==> src/rtl/gcn_sched_ctrl.sv <==
// GCN inference sequencer: COO load, weight/feature fetch, three watchdog-guarded
// compute phases, and result drain, with run status and cycle count.
module gcn_sched_ctrl #(
  parameter int NUM_NODES   = 6,
  parameter int NUM_CLASSES = 3,
  parameter int NUM_FEAT    = 96,
  parameter int TIMEOUT_CYC = 64
) (
  input  logic        clk,
  input  logic        rst_n,
  input  logic        start,
  input  logic        abort,
  output logic        coo_load_en,
  output logic        wm_rd_en,
  output logic [1:0]  wm_rd_addr,
  input  logic        wm_rd_gnt,
  output logic        fm_rd_en,
  output logic [6:0]  fm_rd_addr,
  input  logic        fm_rd_gnt,
  output logic        trans_start,
  output logic        agg_start,
  output logic        amax_start,
  input  logic        trans_done,
  input  logic        agg_done,
  input  logic        amax_done,
  output logic        out_valid,
  output logic [2:0]  out_addr,
  input  logic        out_ready,
  output logic        busy,
  output logic        done,
  output logic        err,
  output logic [15:0] cyc_cnt
);

  localparam logic [3:0] S_IDLE   = 4'd0;
  localparam logic [3:0] S_LD_COO = 4'd1;
  localparam logic [3:0] S_LD_W   = 4'd2;
  localparam logic [3:0] S_LD_F   = 4'd3;
  localparam logic [3:0] S_XFORM  = 4'd4;
  localparam logic [3:0] S_AGG    = 4'd5;
  localparam logic [3:0] S_AMAX   = 4'd6;
  localparam logic [3:0] S_DRAIN  = 4'd7;
  localparam logic [3:0] S_FIN    = 4'd8;

  localparam logic [1:0] W_LAST  = 2'(NUM_CLASSES - 1);
  localparam logic [6:0] F_LAST  = 7'(NUM_FEAT - 1);
  localparam logic [2:0] N_LAST  = 3'(NUM_NODES - 1);
  localparam logic [7:0] WD_LAST = 8'(TIMEOUT_CYC - 1);

  logic [3:0]  state;
  logic [1:0]  wm_addr;
  logic [6:0]  fm_addr;
  logic [2:0]  nd_addr;
  logic [7:0]  wd;
  logic [15:0] cnt;
  logic        err_q;
  logic        phase_done;
  logic [3:0]  phase_nxt;

  // wd==0 marks the entry cycle of a compute phase; done is ignored there
  assign phase_done = ((state == S_XFORM) & trans_done) |
                      ((state == S_AGG)   & agg_done)   |
                      ((state == S_AMAX)  & amax_done);

  assign phase_nxt = (state == S_XFORM) ? S_AGG :
                     (state == S_AGG)   ? S_AMAX : S_DRAIN;

  always_ff @(posedge clk or negedge rst_n) begin
    if (!rst_n) begin
      state   <= S_IDLE;
      wm_addr <= '0;
      fm_addr <= '0;
      nd_addr <= '0;
      wd      <= '0;
      cnt     <= '0;
      err_q   <= 1'b0;
    end else begin
      err_q <= 1'b0;
      if (state != S_IDLE && cnt != 16'hFFFF)
        cnt <= cnt + 16'd1;
      if (state == S_IDLE) begin
        if (start && !abort) begin
          state   <= S_LD_COO;
          cnt     <= '0;
          wm_addr <= '0;
          fm_addr <= '0;
          nd_addr <= '0;
          wd      <= '0;
        end
      end else if (abort) begin
        state   <= S_IDLE;
        wm_addr <= '0;
        fm_addr <= '0;
        nd_addr <= '0;
        wd      <= '0;
      end else begin
        unique case (state)
          S_LD_COO: state <= S_LD_W;
          S_LD_W: begin
            if (wm_rd_gnt) begin
              if (wm_addr == W_LAST) begin
                wm_addr <= '0;
                state   <= S_LD_F;
              end else begin
                wm_addr <= wm_addr + 2'd1;
              end
            end
          end
          S_LD_F: begin
            if (fm_rd_gnt) begin
              if (fm_addr == F_LAST) begin
                fm_addr <= '0;
                state   <= S_XFORM;
              end else begin
                fm_addr <= fm_addr + 7'd1;
              end
            end
          end
          S_XFORM, S_AGG, S_AMAX: begin
            wd <= wd + 8'd1;
            if (wd != '0 && phase_done) begin
              wd    <= '0;
              state <= phase_nxt;
            end else if (wd == WD_LAST) begin
              wd    <= '0;
              err_q <= 1'b1;
              state <= S_IDLE;
            end
          end
          S_DRAIN: begin
            if (out_ready) begin
              if (nd_addr == N_LAST) begin
                nd_addr <= '0;
                state   <= S_FIN;
              end else begin
                nd_addr <= nd_addr + 3'd1;
              end
            end
          end
          S_FIN:   state <= S_IDLE;
          default: state <= S_IDLE;
        endcase
      end
    end
  end

  assign coo_load_en = (state == S_LD_COO);
  assign wm_rd_en    = (state == S_LD_W);
  assign wm_rd_addr  = wm_addr;
  assign fm_rd_en    = (state == S_LD_F);
  assign fm_rd_addr  = fm_addr;
  assign trans_start = (state == S_XFORM) && (wd == '0);
  assign agg_start   = (state == S_AGG) && (wd == '0);
  assign amax_start  = (state == S_AMAX) && (wd == '0);
  assign out_valid   = (state == S_DRAIN);
  assign out_addr    = nd_addr;
  assign busy        = (state != S_IDLE);
  assign done        = (state == S_FIN);
  assign err         = err_q;
  assign cyc_cnt     = cnt;

endmodule

==> config.mk <==
export PLATFORM = sky130hd
export DESIGN_NAME = gcn_sched_ctrl
export DESIGN_NICKNAME = d
export VERILOG_FILES = /design/src/rtl/gcn_sched_ctrl.sv
export SDC_FILE = /design/constraint.sdc
export NUM_CORES = 1
export LEC_CHECK = 0
export BUFFER_PORTS_ARGS = -buffer_cell sky130_fd_sc_hd__buf_2
export CELL_PAD_IN_SITES_DETAIL_PLACEMENT = 2
export CELL_PAD_IN_SITES_GLOBAL_PLACEMENT = 2
export CORE_MARGIN = 1.5
export CORE_UTILIZATION = 29
export DETAILED_ROUTE_END_ITERATION = 16
export PLACE_DENSITY = 0.78
export RECOVER_POWER = 100
export SETUP_SLACK_MARGIN = 0.5
export SLEW_MARGIN = 20
export SYNTH_ARGS = -nofsm -noshare
export SYNTH_HDL_FRONTEND = slang
export SYNTH_SLANG_ARGS = --single-unit
==> constraint.sdc <==
create_clock -name clk -period 2.1 [get_ports clk]
set_input_delay 0.42 -clock clk [delete_from_list [all_inputs] [get_ports clk]]
set_output_delay 0.42 -clock clk [all_outputs]
set_load 0.1 [all_outputs]
==> results of run 1 <==
## what timing repair did
action / 4_1_cts
pin swaps: 53
setup buffers: 51
resized for setup: 158
gates cloned: 1
setup endpoints to repair: 63
## kinds of logic after synthesis
kind of cell / share of synthesized area, %
AND/OR/NAND/NOR: 27.5
flip-flops: 44.9
AO/OA/AOI/OAI: 10.9
XOR/XNOR: 8.05
buffers and inverters: 2.79
multiplexers: 3.67
adder cells (fa/ha/maj): 2.19
## stage by stage
step                      setup WS (ps)  hold slack, ps  TNS, ps  instances
after global placement             50.1             532        0        429
after detailed placement          -84.3             546     -120        429
after floorplan                    -594             124    -9740        251
after CTS                          -156             207     -497        489
==> impl_metrics.toml, run 1 <==
[floorplan]
top_level_ports = 48
row_count = 32
start_util_pct = 29.7
die_height_um = 91.8
die_w_um = 91.8

[synthesis]
synth-edff-count = 0
synth.area.top_cells = "sky130_fd_sc_hd__dfrtp_1 (45%), sky130_fd_sc_hd__nor2_1 (5.7%), sky130_fd_sc_hd__xor2_1 (5.0%), sky130_fd_sc_hd__nand2_1 (3.8%), sky130_fd_sc_hd__nand3_1 (3.3%)"
yosysTopAreaCell = "sky130_fd_sc_hd__dfrtp_1"
synthMostInstantiatedCell = "sky130_fd_sc_hd__dfrtp_1"
synthesis.yosys.warnings = 0
synth_common_cells = "sky130_fd_sc_hd__dfrtp_1 (41), sky130_fd_sc_hd__nor2_1 (35), sky130_fd_sc_hd__nand2_1 (23)"
syn-instance-count = 251
postSynthRegisterBits = 41
post_synth.cell_area_avg_um2 = 9.11
synth_cell_types = 46
postSynth.asyncResetShare_pct = 100
yosys_most_used_dff = "sky130_fd_sc_hd__dfrtp_1"
synth.yosys.seq_area_share_pct = 44.9
synth.net_count = 265
synth_top_cell_area_share_pct = 44.9
mapped_area_mm2 = 0.00229

[grt]
grt_start_max_net_pins = 42
antenna_found_initial = 1

[place]
detailedPlacementHpwl_um = 5920
finalWeightedCongestion = 0.908
port-buffer-count = 47
placement.cell_area_mm2 = 0.00311

[status]
firstError = "[ERROR DPL-0033] detailed placement checks failed during check placement."
stop_stage = "global routing"
status = "aborted with a tool error"

[clock_tree]
cts_hold_repair.buffers = 0
cts_inserted_buffers = 5
h-tree-depth = 2
cts_max_path_buffers = 2
clock_sinks = 41
clock_tree.root_cell = "sky130_fd_sc_hd__clkbuf_8"

[sta]
kind_of_the_worst_endpoint = "sequential cell input"
repair-timing-grt-worst-ep = "state[3]$_DFFE_PN0P_/D"
==> inputs of run 2 (changes only) <==
==> config.mk (replaced) <==
export PLATFORM = sky130hd
export DESIGN_NAME = gcn_sched_ctrl
export DESIGN_NICKNAME = d
export VERILOG_FILES = /design/src/rtl/gcn_sched_ctrl.sv
export SDC_FILE = /design/constraint.sdc
export NUM_CORES = 1
export LEC_CHECK = 0
export BUFFER_PORTS_ARGS = -buffer_cell sky130_fd_sc_hd__buf_2
export CORE_MARGIN = 1.5
export CORE_UTILIZATION = 34
export DETAILED_ROUTE_END_ITERATION = 16
export PLACE_DENSITY_LB_ADDON = 0.15
export RECOVER_POWER = 100
export SLEW_MARGIN = 20
export SYNTH_ARGS = -nofsm -noshare
export SYNTH_HDL_FRONTEND = slang
export SYNTH_SLANG_ARGS = --single-unit
==> constraint.sdc (replaced) <==
create_clock -name clk -period 2.75 [get_ports clk]
set_input_delay 0.55 -clock clk [delete_from_list [all_inputs] [get_ports clk]]
set_output_delay 0.55 -clock clk [all_outputs]
set_load 0.1 [all_outputs]
==> run 2 against run 1 <==
- the flow now finishes, with violations (design-rule violations)
- area after synthesis did not move
- synthesized cell count unchanged
==> impl_metrics.toml, run 2 <==
[status]
status = "finished with violations"
failed_checks = "design-rule violations"

[sta]
timing.clock.skew_ps = 5.48
final_min_period_over_clock_period_pct = 92.2
relSlewSlack_pct = 22.1
timing.final.crit_period_ps = 2540
max_freq_ghz = 0.394
setup_violations = 0
tightestPinTransition_ps = 1170
setup_repair_after_global_routing_missed_its_margin = "false"
report.final.slew_viol_count = 0
finalHoldWorstSlack_ps = 417
hold_viol_final = 0

[critical_path]
setup.worst_path.class = "reg -> reg"
startpoint_type = "flop"
worst_setup_path_end_kind = "flop"
timing.reg2reg.worst_path_depth = 6
cp.arrival_ps = 2720
regToRegStartpoint = "state[0]$_DFFE_PN0P_"
endpoint_of_the_most_critical_register_to_register_path = "state[0]$_DFFE_PN0P_"
critPathMaxStageDelay_ps = 510
worst_ep_required_time_ps = 2930
slowest_stage = "sky130_fd_sc_hd__nor2_1"
timing.critical_path.cells = "nor4_2, nor2_1, o31ai_1, o311a_1, o21ai_1, mux2_2"
reg2reg_setup_slack_ps = 210
worst-path-max-fanout = 9

[synthesis]
synth_cell_types = 46
postSynthRegisterBits = 41
synth.area.top_cells = "sky130_fd_sc_hd__dfrtp_1 (45%), sky130_fd_sc_hd__nor2_1 (5.7%), sky130_fd_sc_hd__xor2_1 (5.0%), sky130_fd_sc_hd__nand2_1 (3.8%), sky130_fd_sc_hd__nand3_1 (3.3%)"
post_synth.cell_area_avg_um2 = 9.11
synth_common_cells = "sky130_fd_sc_hd__dfrtp_1 (41), sky130_fd_sc_hd__nor2_1 (35), sky130_fd_sc_hd__nand2_1 (23)"
synth_top_cell_area_share_pct = 44.9
synthMostInstantiatedCell = "sky130_fd_sc_hd__dfrtp_1"
mapped_area_mm2 = 0.00229
yosysTopAreaCell = "sky130_fd_sc_hd__dfrtp_1"
synth.yosys.seq_area_share_pct = 44.9
synth.net_count = 265
synthesis.yosys.warnings = 0
postSynth.asyncResetShare_pct = 100
syn-instance-count = 251
yosys_most_used_dff = "sky130_fd_sc_hd__dfrtp_1"
synth-edff-count = 0

[grt]
antenna_found_initial = 0
grt_first_pass_wirelength_um = 9180
grt_start_max_net_pins = 42
grt-ovfl-total = 0
grt.total_usage_pct = 15.9
grt_pass1_vias = 1929

[final_layout]
final_common_cell = "sky130_fd_sc_hd__dfrtp_1"
multiInputGateArea_mm2 = 0.00121
nets = 318
final_layout_size_suffix_gt1_share_pct = 13.4
ff_latch_area_mm2 = 0.00103
most_frequent_cells_in_the_layout = "sky130_fd_sc_hd__dfrtp_1 (41), sky130_fd_sc_hd__nor2_1 (35), sky130_fd_sc_hd__clkbuf_1 (31)"
antenna_cells = 0
largest_register_ffs = 16
fill_cells = 698
area_growth_syn_to_layout_pct = 18.4

[clock_tree]
worst_skew_pair.late_latency_ps = 290
clk_transition_reported_paths_ps = 80
cts_hold_repair.buffers = 0
clock_sinks = 41
h-tree-depth = 2
postCtsSetupRepairBufs = 0
ctsResizeCount = 0
cts_tree = "yes"
cts_max_path_buffers = 2
clock_tree.root_cell = "sky130_fd_sc_hd__clkbuf_8"
cts_inserted_buffers = 5

[drt]
route.detailed.drc = 4
routed_wire_length_per_instance_um = 14.3
vias = 1982
drt-vias-per-instance = 5.19
number_of_nets_with_antenna_violations_after_detailed_routing = 0
drt_iter0_markers = 64
post_route_wl_um = 5450
first_pass_iters = 12

[floorplan]
start_util_pct = 35.6
row_count = 29
die_w_um = 85.0
die_height_um = 85.0
design.core.area_mm2 = 0.00642
fp.dieArea_mm2 = 0.00722
top_level_ports = 48

[power]
power_per_cell_area_mw_per_mm2 = 1180
fin_total_pwr_mw = 3.18
leakage_power_summed_over_all_cells_nw = 1.16
peakVddDrop_mv = 0.903

[place]
finalWeightedCongestion = 0.875
detailedPlacementHpwl_um = 3990
port-buffer-count = 47

[job]
cap_violations = 0

[hold_path]
min-delay-path-class = "in -> async"
run 2: cell counts after synthesis:
Identical to the previous run, type by type.
run 2: where the power goes:
group / switching (mW) / internal [mW] / leakage (nW)
Clock: 0.215 / 0.227 / 0.0542
Sequential: 0.156 / 0.722 / 0.557
Combinational: 1.47 / 0.387 / 0.552
run 2: worst max-delay path, delay by kind of cell (launching register included):
kind | cells | cell delay (ps)
flip-flops | 1 | 460
AND/OR/NAND/NOR | 2 | 620
AO/OA/AOI/OAI | 3 | 980
multiplexers | 1 | 370
run 2: layer usage:
| layer | part of all wire [%] | vias up | global-route usage, % |
|---|---|---|---|
| li1 | - | 995 | - |
| met1 | 47 | 937 | 21.0 |
| met2 | 47 | 43 | 26.3 |
| met3 | 4.2 | 7 | 3.02 |
| met4 | 1.5 | 0 | 5.07 |
| met5 | 0 | - | 0 |
run 2: worst max-delay path by stage:
stage / start / end / cells after the start
finish: state[0]$_DFFE_PN0P_ / state[0]$_DFFE_PN0P_ / 6
global route: state[3]$_DFFE_PN0P_ / fm_rd_addr[3]$_DFFE_PN0P_ / 6
CTS: wd[4]$_DFFE_PN0P_ / amax_start / 5
detailed placement: abort / state[0]$_DFFE_PN0P_ / 6
global placement: abort / state[0]$_DFFE_PN0P_ / 7
floorplan: state[2]$_DFFE_PN0P_ / amax_start / 5
run 2: cells by family (layout without fill, tap and decap cells):
logic type,Yosys count,in the layout,share of synthesized area [%]
compound gates,38,38,10.9
xor+xnor,21,21,8.05
fa+ha+maj,4,4,2.19
buf+inv,16,70,2.79
flops,41,41,44.9
mux,8,8,3.67
simple gates,123,123,27.5
run 2: layout make-up:
class,count,area share [%]
tap,77,3.56
sequential,41,37.9
multi-input combinational,194,44.8
clock buffer,7,3.56
inverter,9,1.25
timing repair buffer,53,8.73
clock inverter,1,0.185
run 2: through the flow:
| stage | setup WS [ps] | instances | util [%] | setup TNS (ps) | area (um2) |
|---|---|---|---|---|---|
| 6_report | 215 | 382 | 42.2 | 0 | 2710 |
| 3_3_place_gp | 451 | 374 | 41.6 | 0 | 2670 |
| 5_1_grt | 20.8 | 382 | 42.2 | 0 | 2710 |
| 3_5_place_dp | 441 | 374 | 41.6 | 0 | 2670 |
| 4_1_cts | 151 | 382 | 43.2 | 0 | 2770 |
| 2_1_floorplan | -122 | 251 | - | -252 | 2320 |
No activity file was read; power rests on OpenSTA's default activity.
